===== src/rtl/wb_stage_buffer_if.sv =====
// Handshake and writeback bundle between the memory stage, the writeback
// buffer and the register file.
interface wb_stage_buffer_if #(
    parameter int DATA_W     = 32,
    parameter int REG_ADDR_W = 4
);
    logic                  in_valid;
    logic                  in_ready;
    logic                  in_wb_en;
    logic                  in_mem_r_en;
    logic [DATA_W-1:0]     in_alu_result;
    logic [DATA_W-1:0]     in_mem_data;
    logic [REG_ADDR_W-1:0] in_dest;
    logic                  wb_en;
    logic [DATA_W-1:0]     wb_value;
    logic [REG_ADDR_W-1:0] write_src_reg;
    logic                  fwd_valid;
    logic [REG_ADDR_W-1:0] fwd_dest;

    // Memory-stage / register-file side
    modport master (
        output in_valid, in_wb_en, in_mem_r_en, in_alu_result, in_mem_data, in_dest,
        input  in_ready, wb_en, wb_value, write_src_reg, fwd_valid, fwd_dest
    );

    // Writeback buffer side
    modport slave (
        input  in_valid, in_wb_en, in_mem_r_en, in_alu_result, in_mem_data, in_dest,
        output in_ready, wb_en, wb_value, write_src_reg, fwd_valid, fwd_dest
    );
endinterface


===== src/rtl/wb_stage_buffer.sv =====
// Two-entry writeback buffer: captures completed instructions from the memory
// stage and presents one register-file write per cycle.
module wb_stage_buffer #(
    parameter int DATA_W     = 32,
    parameter int REG_ADDR_W = 4,
    parameter int CNT_W      = 32
) (
    input  logic                 clk,
    input  logic                 rst,
    input  logic                 flush,
    input  logic                 wb_hold,
    output logic [CNT_W-1:0]     retired_count,
    wb_stage_buffer_if.slave     bus
);
    localparam logic [REG_ADDR_W-1:0] PC_REG = {REG_ADDR_W{1'b1}};

    logic                  r_entWbEn  [2];
    logic [REG_ADDR_W-1:0] r_entDest  [2];
    logic [DATA_W-1:0]     r_entValue [2];
    logic                  r_rdPtr;
    logic                  r_wrPtr;
    logic [1:0]            r_count;
    logic [CNT_W-1:0]      r_retired;

    logic                  w_notEmpty;
    logic                  w_ready;
    logic                  w_accept;
    logic                  w_drain;
    logic                  w_headWbEn;
    logic [REG_ADDR_W-1:0] w_headDest;
    logic [DATA_W-1:0]     w_headValue;
    logic [DATA_W-1:0]     w_inValue;

    assign w_notEmpty  = (r_count != 2'd0);
    assign w_ready     = (r_count != 2'd2);
    assign w_accept    = bus.in_valid & w_ready;
    assign w_drain     = w_notEmpty & ~wb_hold;
    assign w_inValue   = bus.in_mem_r_en ? bus.in_mem_data : bus.in_alu_result;
    assign w_headWbEn  = r_entWbEn[r_rdPtr];
    assign w_headDest  = r_entDest[r_rdPtr];
    assign w_headValue = r_entValue[r_rdPtr];

    always_ff @(posedge clk or negedge rst) begin
        if (!rst) begin
            for (int i = 0; i < 2; i++) begin
                r_entWbEn[i]  <= 1'b0;
                r_entDest[i]  <= '0;
                r_entValue[i] <= '0;
            end
            r_rdPtr   <= 1'b0;
            r_wrPtr   <= 1'b0;
            r_count   <= 2'd0;
            r_retired <= '0;
        end else if (flush) begin
            // Retired count deliberately untouched: flushed entries never retired
            r_rdPtr <= 1'b0;
            r_wrPtr <= 1'b0;
            r_count <= 2'd0;
        end else begin
            if (w_accept) begin
                r_entWbEn[r_wrPtr]  <= bus.in_wb_en;
                r_entDest[r_wrPtr]  <= bus.in_dest;
                r_entValue[r_wrPtr] <= w_inValue;
                r_wrPtr             <= ~r_wrPtr;
            end
            if (w_drain) begin
                r_rdPtr   <= ~r_rdPtr;
                r_retired <= r_retired + CNT_W'(1);
            end
            r_count <= r_count + {1'b0, w_accept} - {1'b0, w_drain};
        end
    end

    // The PC has no register-file slot, so its writes are dropped but still drain
    assign bus.wb_en         = w_notEmpty & w_headWbEn & ~wb_hold & (w_headDest != PC_REG);
    assign bus.wb_value      = w_headValue;
    assign bus.write_src_reg = w_headDest;
    assign bus.fwd_valid     = w_notEmpty & w_headWbEn;
    assign bus.fwd_dest      = w_headDest;
    assign bus.in_ready      = w_ready;
    assign retired_count     = r_retired;
endmodule


===== src/flat_wrapper.sv =====
// flat-port wrapper written by rule: the top's interface ports become plain ports
module wb_stage_buffer_flat 
#(
    parameter int DATA_W     = 32,
    parameter int REG_ADDR_W = 4,
    parameter int CNT_W      = 32
)
  (clk, rst, flush, wb_hold, retired_count, bus_in_valid, bus_in_wb_en, bus_in_mem_r_en, bus_in_alu_result, bus_in_mem_data, bus_in_dest, bus_in_ready, bus_wb_en, bus_wb_value, bus_write_src_reg, bus_fwd_valid, bus_fwd_dest);
  wb_stage_buffer_if #(.DATA_W(DATA_W), .REG_ADDR_W(REG_ADDR_W)) bus_i ();
  input  logic clk;
  input  logic rst;
  input  logic flush;
  input  logic wb_hold;
  output logic [CNT_W-1:0] retired_count;
  input wire logic [$bits(bus_i.in_valid)-1:0] bus_in_valid;
  input wire logic [$bits(bus_i.in_wb_en)-1:0] bus_in_wb_en;
  input wire logic [$bits(bus_i.in_mem_r_en)-1:0] bus_in_mem_r_en;
  input wire logic [$bits(bus_i.in_alu_result)-1:0] bus_in_alu_result;
  input wire logic [$bits(bus_i.in_mem_data)-1:0] bus_in_mem_data;
  input wire logic [$bits(bus_i.in_dest)-1:0] bus_in_dest;
  output wire logic [$bits(bus_i.in_ready)-1:0] bus_in_ready;
  output wire logic [$bits(bus_i.wb_en)-1:0] bus_wb_en;
  output wire logic [$bits(bus_i.wb_value)-1:0] bus_wb_value;
  output wire logic [$bits(bus_i.write_src_reg)-1:0] bus_write_src_reg;
  output wire logic [$bits(bus_i.fwd_valid)-1:0] bus_fwd_valid;
  output wire logic [$bits(bus_i.fwd_dest)-1:0] bus_fwd_dest;
  assign bus_i.in_valid = bus_in_valid;
  assign bus_i.in_wb_en = bus_in_wb_en;
  assign bus_i.in_mem_r_en = bus_in_mem_r_en;
  assign bus_i.in_alu_result = bus_in_alu_result;
  assign bus_i.in_mem_data = bus_in_mem_data;
  assign bus_i.in_dest = bus_in_dest;
  assign bus_in_ready = bus_i.in_ready;
  assign bus_wb_en = bus_i.wb_en;
  assign bus_wb_value = bus_i.wb_value;
  assign bus_write_src_reg = bus_i.write_src_reg;
  assign bus_fwd_valid = bus_i.fwd_valid;
  assign bus_fwd_dest = bus_i.fwd_dest;
  wb_stage_buffer #(.DATA_W(DATA_W), .REG_ADDR_W(REG_ADDR_W), .CNT_W(CNT_W)) u_core (.clk(clk), .rst(rst), .flush(flush), .wb_hold(wb_hold), .retired_count(retired_count), .bus(bus_i));
endmodule

===== config.mk =====
export PLATFORM = sky130hd
export DESIGN_NAME = wb_stage_buffer_flat
export DESIGN_NICKNAME = d
export VERILOG_FILES = /design/src/rtl/wb_stage_buffer_if.sv /design/src/rtl/wb_stage_buffer.sv /design/src/flat_wrapper.sv
export SDC_FILE = /design/constraint.sdc
export NUM_CORES = 1
export LEC_CHECK = 0
export CORE_ASPECT_RATIO = 1.5
export CORE_UTILIZATION = 43
export DETAILED_ROUTE_END_ITERATION = 8
export PLACE_DENSITY_LB_ADDON = 0.08
export SETUP_SLACK_MARGIN = 0.02
export SLEW_MARGIN = 5
export SYNTH_ARGS = -nofsm -noshare
export SYNTH_HDL_FRONTEND = slang
export SYNTH_SLANG_ARGS = --single-unit

===== constraint.sdc =====
create_clock -name clk -period 1.5 [get_ports clk]
set_input_delay 0.3 -clock clk [delete_from_list [all_inputs] [get_ports clk]]
set_output_delay 0.3 -clock clk [all_outputs]
set_load 0.02 [all_outputs]

==> run metrics <==
critical path fanouts, max 5; Clock Path Buffers 2; most frequent cells in the layout dfrtp_1 (95), buf_6 (74), clkdlybuf4s50_1 (70), buf_4 (45), o21ai_2 (38); Multi-input gate area roughly 3200 µm²; max-slew violations 0; switch share 0.362; vias in the first global route between 4000 and 5000; final wirelength about 17000 µm; final antenna-violating net count 0; cell area after synthesis 5210 µm²; failing checks setup timing; Starting Density 0.447; Gate power share 0.536; clk sinks 110; TritonCTS clock tree done; minimum clock period 1.97 ns; Least-Margin Pin Slew 0.402 ns; Yosys cell types 34; CP endpoint kind output port; core area between 10000 and 15000 µm²; initial antenna violation count 1; part of the power in registers 0.316; RSZ-0062 raised after global routing true; Mapped Avg Cell Area roughly 11 µm²; Port-buffer cells about 150; die height ~140 µm; first-pass GRT wire length roughly 25000 µm; Tot GR Track Use 0.265; routability cong. roughly 0.83; hold_ws 0.393 ns; Total Nets Final approximately 790; post-synthesis sequential area ratio 0.529; Final Cycle Share 1.31; Post-DP HPWL between 9000 and 10000 µm; WP data required 1.20 ns; die span in x approximately 90 µm; Area Growth Syn to Fin 81.4%; CTS HTree Levels 3; cell count after synthesis 469; commonest non-fill, non-tap cell in the layout dfrtp_1; die area about 13000 µm²; peak supply drop ~0.0011 V; switching pwr 0.00585 W; clock-pin transition on the worst setup and hold timing paths approximately 0.07 ns; Yosys reg bits between 100 and 150; internal power between 0.01 and 0.015 W; final hold violations 0; Placed Instance Area ~7400 µm²; worst rel slew slack 0.724; layout cells sized above 1 0.556; CP arrival 1.67 ns; total gr overflow 0; drt drc 0; Fmax between 0.5 and 0.6 GHz; warnings from Yosys 0; Register Area 2770 µm²; setup ws final -0.466 ns; max_cap viols 0; clk root buf clkbuf_16; worst hold path class in -> async; syn nets about 550; Top Ports 150; largest net degree at the start of global routing 44; crit path kind reg -> out; Worst setup SP type register; Num CTS Buffers 9; final count of negative-setup-slack endpoints 128; clock latency at the later pin of the worst-skew pair between 0.3 and 0.4 ns; initial DRC count about 110; Power Total ~0.016 W; detailed-route via count 4641; PD cells between 1500 and 2000 nW/µm²; ANT cells 0; run status complete, but fails checks; Lkg Pwr between 4 and 5 nW; Max Clock Skew about 0.0087 ns; TritonRoute pass-1 iters 4; Rows 48; clock network fraction of total power 0.148; final instance area approximately 9400 µm²; Fill cells about 670; vias per std cell ~5.4; WL per Instance between 20 and 25 µm
[metal layers]
layer	global-route usage	wire (µm)	share of wire	vias up
met3	0.0500	773	0.045	31
met4	0.105	403	0.023	0
li1	-	-	-	2114
met1	0.289	6310	0.36	2351
met5	0	0	0	-
met2	0.501	9890	0.57	145
[per-stage QoR]
step	setup slack [ns]	utilization	setup TNS, ns	cells
2_1_floorplan	-0.0261	-	-0.0261	469
3_3_place_gp	-0.508	0.635	-48.23	796
3_5_place_dp	-0.656	0.635	-52.48	796
4_1_cts	-0.464	0.754	-22.35	852
5_1_grt	-0.504	0.810	-32.15	866
6_report	-0.466	0.810	-25.62	866
[cells by family after synthesis]
family / count (synthesis) / synth area share
xor+xnor: 35 / 0.0589
fa+ha+maj: 3 / 0.00721
compound gates: 65 / 0.0630
mux: 80 / 0.165
simple gates: 138 / 0.140
flops: 110 / 0.529
buf+inv: 38 / 0.0375
[registers in the layout, indices dropped and copies added, names as in the netlist]
name / flops
u_core.r_count: 2
u_core.r_entDest: 8
u_core.r_entValue: 64
u_core.r_entWbEn: 2
u_core.r_rdPtr: 1
u_core.r_wrPtr: 1
u_core.retired_count: 32
[synth_stat cells]
master / count / area [µm²]
and2_1: 1 / 6.26
and3_1: 4 / 25.0
and3b_1: 1 / 8.76
and4_1: 3 / 26.3
and4_2: 1 / 10.0
and4b_1: 1 / 10.0
buf_2: 12 / 60.1
buf_4: 4 / 30.0
buf_6: 3 / 33.8
clkbuf_1: 13 / 48.8
dfrtp_1: 110 / 2750
ha_1: 3 / 37.5
inv_1: 6 / 22.5
mux2_2: 47 / 529
mux2i_1: 33 / 330
nand2_1: 75 / 282
nand2b_1: 2 / 12.5
nand3_1: 11 / 55.1
nand3b_1: 1 / 7.51
nand4_1: 4 / 25.0
nand4_4: 1 / 21.3
nand4b_1: 1 / 8.76
nand4bb_1: 2 / 22.5
nor2_1: 12 / 45.0
nor2b_1: 1 / 6.26
nor3_1: 5 / 25.0
nor4_1: 5 / 31.3
nor4_2: 4 / 50.1
nor4_4: 2 / 42.5
o21ai_0: 64 / 320
o21bai_1: 1 / 7.51
or2_1: 1 / 6.26
xnor2_1: 13 / 114
xor2_1: 22 / 193
[power by group through the flow]
stage	registers (W)	clock network [W]	logic [W]
6_report	0.00511	0.00240	0.00866
5_1_grt	0.00522	0.00255	0.00912
4_1_cts	0.00477	0.00243	0.00756
3_5_place_dp	0.00470	0	0.00609
3_3_place_gp	0.00462	0	0.00595
2_1_floorplan	0.00460	0	0.00332
[critical path: stages (launching register included)]
cell and delay, ns:
dfrtp_2 0.44, buf_12 0.15, mux2_4 0.30, nand4_1 0.09
and3b_2 0.22, buf_6 0.12
[final cells by class]
| cell class | count | share of cell area |
|---|---|---|
| Multi-Input combinational cell | 323 | 0.342 |
| Timing Repair Buffer | 261 | 0.310 |
| Sequential cell | 110 | 0.293 |
| Clock buffer | 13 | 0.0265 |
| Tap cell | 150 | 0.0199 |
| Clock inverter | 3 | 0.00477 |
| Inverter | 6 | 0.00265 |
[path summary, 6_finish.rpt]
check,start,end,slack [ns],cells past startpoint
min in group clk,flush,u_core.r_count[0],0.46,3
min reg2reg,u_core.retired_count[31],u_core.retired_count[31],0.48,1
max reg2reg,u_core.r_count[0],u_core.r_entDest[6],-0.20,7
max,u_core.r_rdPtr,bus_wb_en,-0.47,5
min,rst,u_core.r_entValue[11],0.39,2
max in group asynchronous,rst,u_core.retired_count[9],0.54,3
[timing repair]
item / in CTS / in global routing
hold buffers: 1 / 0
endpoints found under the hold margin: 18 / 0
gates cloned: 15 / 3
setup endpoints to repair: 162 / 158
resized for setup: 491 / 177
pin swaps: 72 / 49
setup buffers: 25 / 21
No activity file was read; power rests on OpenSTA's default activity.
==> edit 1, RTL diff (config.mk and constraints unchanged) <==
`REG_ADDR_W` is set to 4 in 3 places; all go to 5.
--- a/src/rtl/wb_stage_buffer_if.sv
+++ b/src/rtl/wb_stage_buffer_if.sv
@@ -3,5 +3,5 @@
 interface wb_stage_buffer_if #(
     parameter int DATA_W     = 32,
-    parameter int REG_ADDR_W = 4
+    parameter int REG_ADDR_W = 5
 );
     logic                  in_valid;
--- a/src/rtl/wb_stage_buffer.sv
+++ b/src/rtl/wb_stage_buffer.sv
@@ -3,5 +3,5 @@
 module wb_stage_buffer #(
     parameter int DATA_W     = 32,
-    parameter int REG_ADDR_W = 4,
+    parameter int REG_ADDR_W = 5,
     parameter int CNT_W      = 32
 ) (
--- a/src/flat_wrapper.sv
+++ b/src/flat_wrapper.sv
@@ -3,5 +3,5 @@
 #(
     parameter int DATA_W     = 32,
-    parameter int REG_ADDR_W = 4,
+    parameter int REG_ADDR_W = 5,
     parameter int CNT_W      = 32
 )
Interface: changed (resized bus_fwd_dest, bus_in_dest and bus_write_src_reg); port bits go from 150 to 153. No check against the original RTL was run, so the function may have changed too.
==> edit 1 against the unedited design <==
- clock power grew 3%
- synthesized area increased by 1.1%
- power fell by 7.2%
- worst setup slack got worse by 0.020 ns
- clock skew down 0.0028 ns
- the run still ends with negative setup slack left
- final area fell by 6.2%
- highest routed layer unchanged
- sequential cell count increased by 2
- routed wire length shrank 13%
- non-clock buffer count is 20 lower
==> edit 1: results (changes against the unedited design) <==
stage;metric;value;unit;change
synth;Synth cell types;35;;was 34
sta;slack of the critical path;-0.486;ns;was -0.466 ns
sta;number of failing setup endpoints in the final timing report;102;;was 128
finish;count of nets after finishing;776;;was 789
placement;worst slack, placed;-0.785;ns;was -0.656 ns
placement;input/output buffers;152;;was 149
power_and_ir_drop;leakage power;4.20;nW;was 4.57 nW
drt;Routed Wire Length;15.1;mm;was 17.4 mm
drt;sum of met2 wire segment lengths after detailed routing;8.53;mm;was 9.89 mm
setup_path;number of cells on the worst reg-to-reg path;9;;was 7
synth;nets in the synthesized netlist;554;;was 547
grt;total routing usage reported by global routing;0.234;;was 0.265
setup_path;critical-path maximum fanout;7;;was 5
setup_path;capture point of the worst reg-to-reg path;u_core.r_count[1];;was u_core.r_entDest[6]
synth;biggest area contributors in the synthesized netlist;sky130_fd_sc_hd__dfrtp_1, sky130_fd_sc_hd__mux2_2, sky130_fd_sc_hd__mux2i_1;;unchanged
drt;first-pass iteration count of the detailed router;4;;unchanged
drt;wire length on met1;5.63;mm;was 6.31 mm
finish;fraction of final layout cells with drive strength greater than 1;0.446;;was 0.556
grt;via count of the first global-routing pass;4638;;was 4,831
status;failing checks;negative setup slack;;unchanged
placement;GPL Wtd Cong;0.798;;was 0.825
status;result of the run;finished with violations;;unchanged
drt;post-DR vias/cell;5.18;;was 5.36
clocking;clock input transition at the sequential cells of the worst setup and hold paths;0.07;ns;about the same
sta;skew final;0.00588;ns;was 0.00865 ns
drt;DR vias;4417;;was 4,641
synth;top cell types by occurrence after synthesis;sky130_fd_sc_hd__dfrtp_1, sky130_fd_sc_hd__nand2_1, sky130_fd_sc_hd__o21ai_1, sky130_fd_sc_hd__mux2_2, sky130_fd_sc_hd__mux2i_1;;was sky130_fd_sc_hd__dfrtp_1, sky130_fd_sc_hd__nand2_1, sky130_fd_sc_hd__o21ai_0, sky130_fd_sc_hd__mux2_2, sky130_fd_sc_hd__mux2i_1
power_and_ir_drop;Worst VDD drop;0.726;mV;was 1.09 mV
synth;portion of the post-synthesis area used by sequential elements;0.532;;was 0.529
grt;initial antenna violation count;0;;was 1
setup_path;Worst Path Arrival;1.69;ns;was 1.67 ns
drt;Iter 0 DRT Violations;151;;was 111
sta;Worst Max-Slew Pin Slew;0.487;ns;was 0.402 ns
synth;Mapped Cells;475;;was 469
drt;total met3 wirelength after detailed routing;652;um;was 773 um
setup_path;internal reg-to-reg setup slack;-0.12;ns;was -0.20 ns
[edit 1: cell type report]
| class | count | area [sq um] |
|---|---|---|
| inverters | 4 | 17.5 |
| multi-input cells | 329 | 2910 |
| flip-flops and latches | 112 | 2820 |
| clock inverters | 4 | 72.6 |
| fillers | 848 | 3100 |
| well taps | 153 | 191 |
| repair buffers | 241 | 2630 |
| clock buffers | 10 | 229 |
[edit 1: cell families (layout without fill, tap and decap cells)]
kind of cell	after synthesis	count (layout)	synth area share
compound gates	66	66	0.0642
xor+xnor	35	35	0.0582
fa+ha+maj	3	3	0.00713
buf+inv	34	259	0.0323
flops	112	112	0.532
mux	83	83	0.170
simple gates	142	142	0.136
[edit 1: repair_timing]
item	4_1_cts	5_1_grt
pin swaps	56	32
hold endpoints to repair	27	0
resized for setup	347	138
hold buffers	1	0
cloned	14	1
setup buffers	22	13
endpoints found under the setup margin	175	164
[edit 1: worst max-delay path by stage]
stage / startpoint / endpoint / slack, ns / cells after the start
floorplan: u_core.r_rdPtr / bus_wb_en / -0.03 / 4
global placement: wb_hold / bus_wb_en / -0.79 / 4
detailed placement: wb_hold / bus_wb_en / -0.79 / 4
CTS: u_core.r_rdPtr / bus_wb_en / -0.51 / 5
global route: u_core.r_rdPtr / bus_wb_en / -0.53 / 5
finish: u_core.r_rdPtr / bus_wb_en / -0.49 / 5
[edit 1: critical path: stages (launching register included)]
cell	delay (ns)
sky130_fd_sc_hd__dfrtp_2	0.44
sky130_fd_sc_hd__buf_12	0.15
sky130_fd_sc_hd__mux2_4	0.30
sky130_fd_sc_hd__and3_4	0.19
sky130_fd_sc_hd__a31oi_4	0.13
sky130_fd_sc_hd__buf_6	0.14
[edit 1: power by group]
| part | switching, mW | internal, mW | total, mW | leakage [nW] |
|---|---|---|---|---|
| Sequential | 0.805 | 4.13 | 4.94 | 1.41 |
| Clock | 1.03 | 1.44 | 2.47 | 0.144 |
| Combinational | 3.44 | 4.16 | 7.60 | 2.64 |
[edit 1: stage by stage]
step | hold WS, ns | util | instance area [sq um]
CTS | 0.460 | 0.709 | 8480
finish | 0.456 | 0.741 | 8860
global placement | 0.275 | 0.614 | 7340
global route | 0.487 | 0.741 | 8860
floorplan | 0.00441 | - | 5330
detailed placement | 0.290 | 0.614 | 7340
[edit 1: metal layers]
metal | up-vias | track usage
met4 | 0 | 0.0851
li1 | 2086 | -
met2 | 107 | 0.436
met3 | 20 | 0.0458
met5 | - | 0
met1 | 2204 | 0.262
==> edit 2, RTL diff (same flow settings) <==
Made on the original files. Put one more register stage on the output `retired_count`, cleared by the reset. The value now appears one clock later. The other outputs are not delayed to match.
--- a/src/rtl/wb_stage_buffer.sv
+++ b/src/rtl/wb_stage_buffer.sv
@@ -79,5 +79,11 @@
     assign bus.fwd_dest      = w_headDest;
     assign bus.in_ready      = w_ready;
-    assign retired_count     = r_retired;
+    always_ff @(posedge clk or negedge rst) begin
+        if (!rst) begin
+            retired_count <= '0;
+        end else begin
+            retired_count <= r_retired;
+        end
+    end
 endmodule
 
Behaviour: not the same (Yosys sat finds a counterexample within 4 cycles, from zero or initial values and one cycle with rst low).
==> edit 2 against the unedited design <==
- the flow finishes with violations (design-rule violations, negative setup slack)
- non-clock buffer count grew 2
- worst setup slack lost 0.076 ns
- sequential cell count grew 32
- final area grew 14%
- critical path depth is the same
- synthesized area grew 15%
- die area grew 14%
- combinational power grew 1%
- sequential share of layout area grew 3.7 points
- power grew 19%
- routed wire length grew 8.5%
- core utilization shrank 1.6 points
- clock power grew 85%
- largest power group unchanged
==> edit 2: results (changes against the unedited design) <==
stage;metric;value;unit;change
status;result of the run;finished with violations;;unchanged
status;failing checks;design-rule violations, negative setup slack;;was negative setup slack
clocking;insertion delay to the later sink of the worst-skew pair;0.42;ns;was 0.35 ns
drt;post-DR vias/cell;5.36;;about the same
synth;mean area per synthesized cell;11.9;sq um;was 11.1 sq um
sta;number of failing setup endpoints in the final timing report;133;;was 128
power_and_ir_drop;leakage power;5.34;nW;was 4.57 nW
drt;DR vias;4984;;was 4,641
sta;total negative slack;-22.86;ns;was -25.62 ns
setup_path;number of cells on the worst reg-to-reg path;8;;was 7
grt;via count of the first global-routing pass;5425;;was 4,831
finish;fillcell total;786;;was 665
synth;portion of the post-synthesis area used by sequential elements;0.595;;was 0.529
grt;wire length of the first global-routing pass;28.0;mm;was 25.2 mm
clocking;H-Tree Level Count;4;;was 3
setup_path;Worst Path Arrival;1.74;ns;was 1.67 ns
power_and_ir_drop;Worst VDD drop;0.923;mV;was 1.09 mV
setup_path;critical-path maximum fanout;4;;was 5
placement;DP Cell Count;849;;was 796
power_and_ir_drop;Design Power;19.3;mW;was 16.2 mW
synth;nets in the synthesized netlist;579;;was 547
drt;first-pass iteration count of the detailed router;6;;was 4
placement;area of placed instances;8270;sq um;was 7400 sq um
sta;Worst Max-Slew Pin Slew;0.497;ns;was 0.402 ns
sta;worst hold slack;0.346;ns;was 0.393 ns
power_and_ir_drop;internal power consumption;12.6;mW;was 10.3 mW
synth;biggest area contributors in the synthesized netlist;sky130_fd_sc_hd__dfrtp_1, sky130_fd_sc_hd__mux2_2, sky130_fd_sc_hd__mux2i_1;;unchanged
placement;DP HPWL;10.2;mm;was 9.48 mm
sta;skew final;0.0116;ns;was 0.00865 ns
power_and_ir_drop;P_seq;6.06;mW;was 5.11 mW
placement;worst slack, placed;-0.515;ns;was -0.656 ns
setup_path;internal reg-to-reg setup slack;-0.16;ns;was -0.20 ns
synth;top cell types by occurrence after synthesis;sky130_fd_sc_hd__dfrtp_1, sky130_fd_sc_hd__nand2_1, sky130_fd_sc_hd__o21ai_0, sky130_fd_sc_hd__mux2_2, sky130_fd_sc_hd__mux2i_1;;unchanged
grt;maximum number of pins on one net before global-route repair;45;;was 44
finish;count of nets after finishing;832;;was 789
drt;DRC viols;13;;was 0
placement;GPL Wtd Cong;0.813;;was 0.825
grt;total routing usage reported by global routing;0.256;;was 0.265
setup_path;worst reg2reg path startpoint;u_core.r_count[1];;was u_core.r_count[0]
drt;Iter 0 DRT Violations;131;;was 111
power_and_ir_drop;combinational group power;8.77;mW;was 8.66 mW
sta;slack of the critical path;-0.543;ns;was -0.466 ns
-- edit 2: cell families after synthesis --
logic type      count (synthesis)  synth area share
compound gates                 65            0.0555
buf+inv                        35            0.0270
xor+xnor                       35            0.0513
flops                         142             0.595
fa+ha+maj                       3           0.00629
mux                            80             0.144
simple gates                  141             0.121
-- edit 2: final cells by class --
type,instances,area (sq um),share of cell area
Sequential cell,142,3560,0.331
Tap cell,162,203,0.0189
Clock inverter,15,196,0.0183
Clock buffer,17,425,0.0396
Inverter,4,17.5,0.00163
Multi-Input combinational cell,326,3380,0.314
Timing Repair Buffer,263,2970,0.276
-- edit 2: layer usage --
metal  global-route usage  up-vias  wire, um
met4                0.101        0       646
met5                    0        -         0
met2                0.481      150     10800
li1                     -     2256         -
met3               0.0536       45       873
met1                0.276     2533      6540
-- edit 2: timing repair --
item	in CTS	in global routing
setup endpoints to repair	175	149
resized for setup	539	139
setup buffers	26	19
hold endpoints to repair	31	0
hold buffers	1	0
pin swaps	90	44
gates cloned	16	0
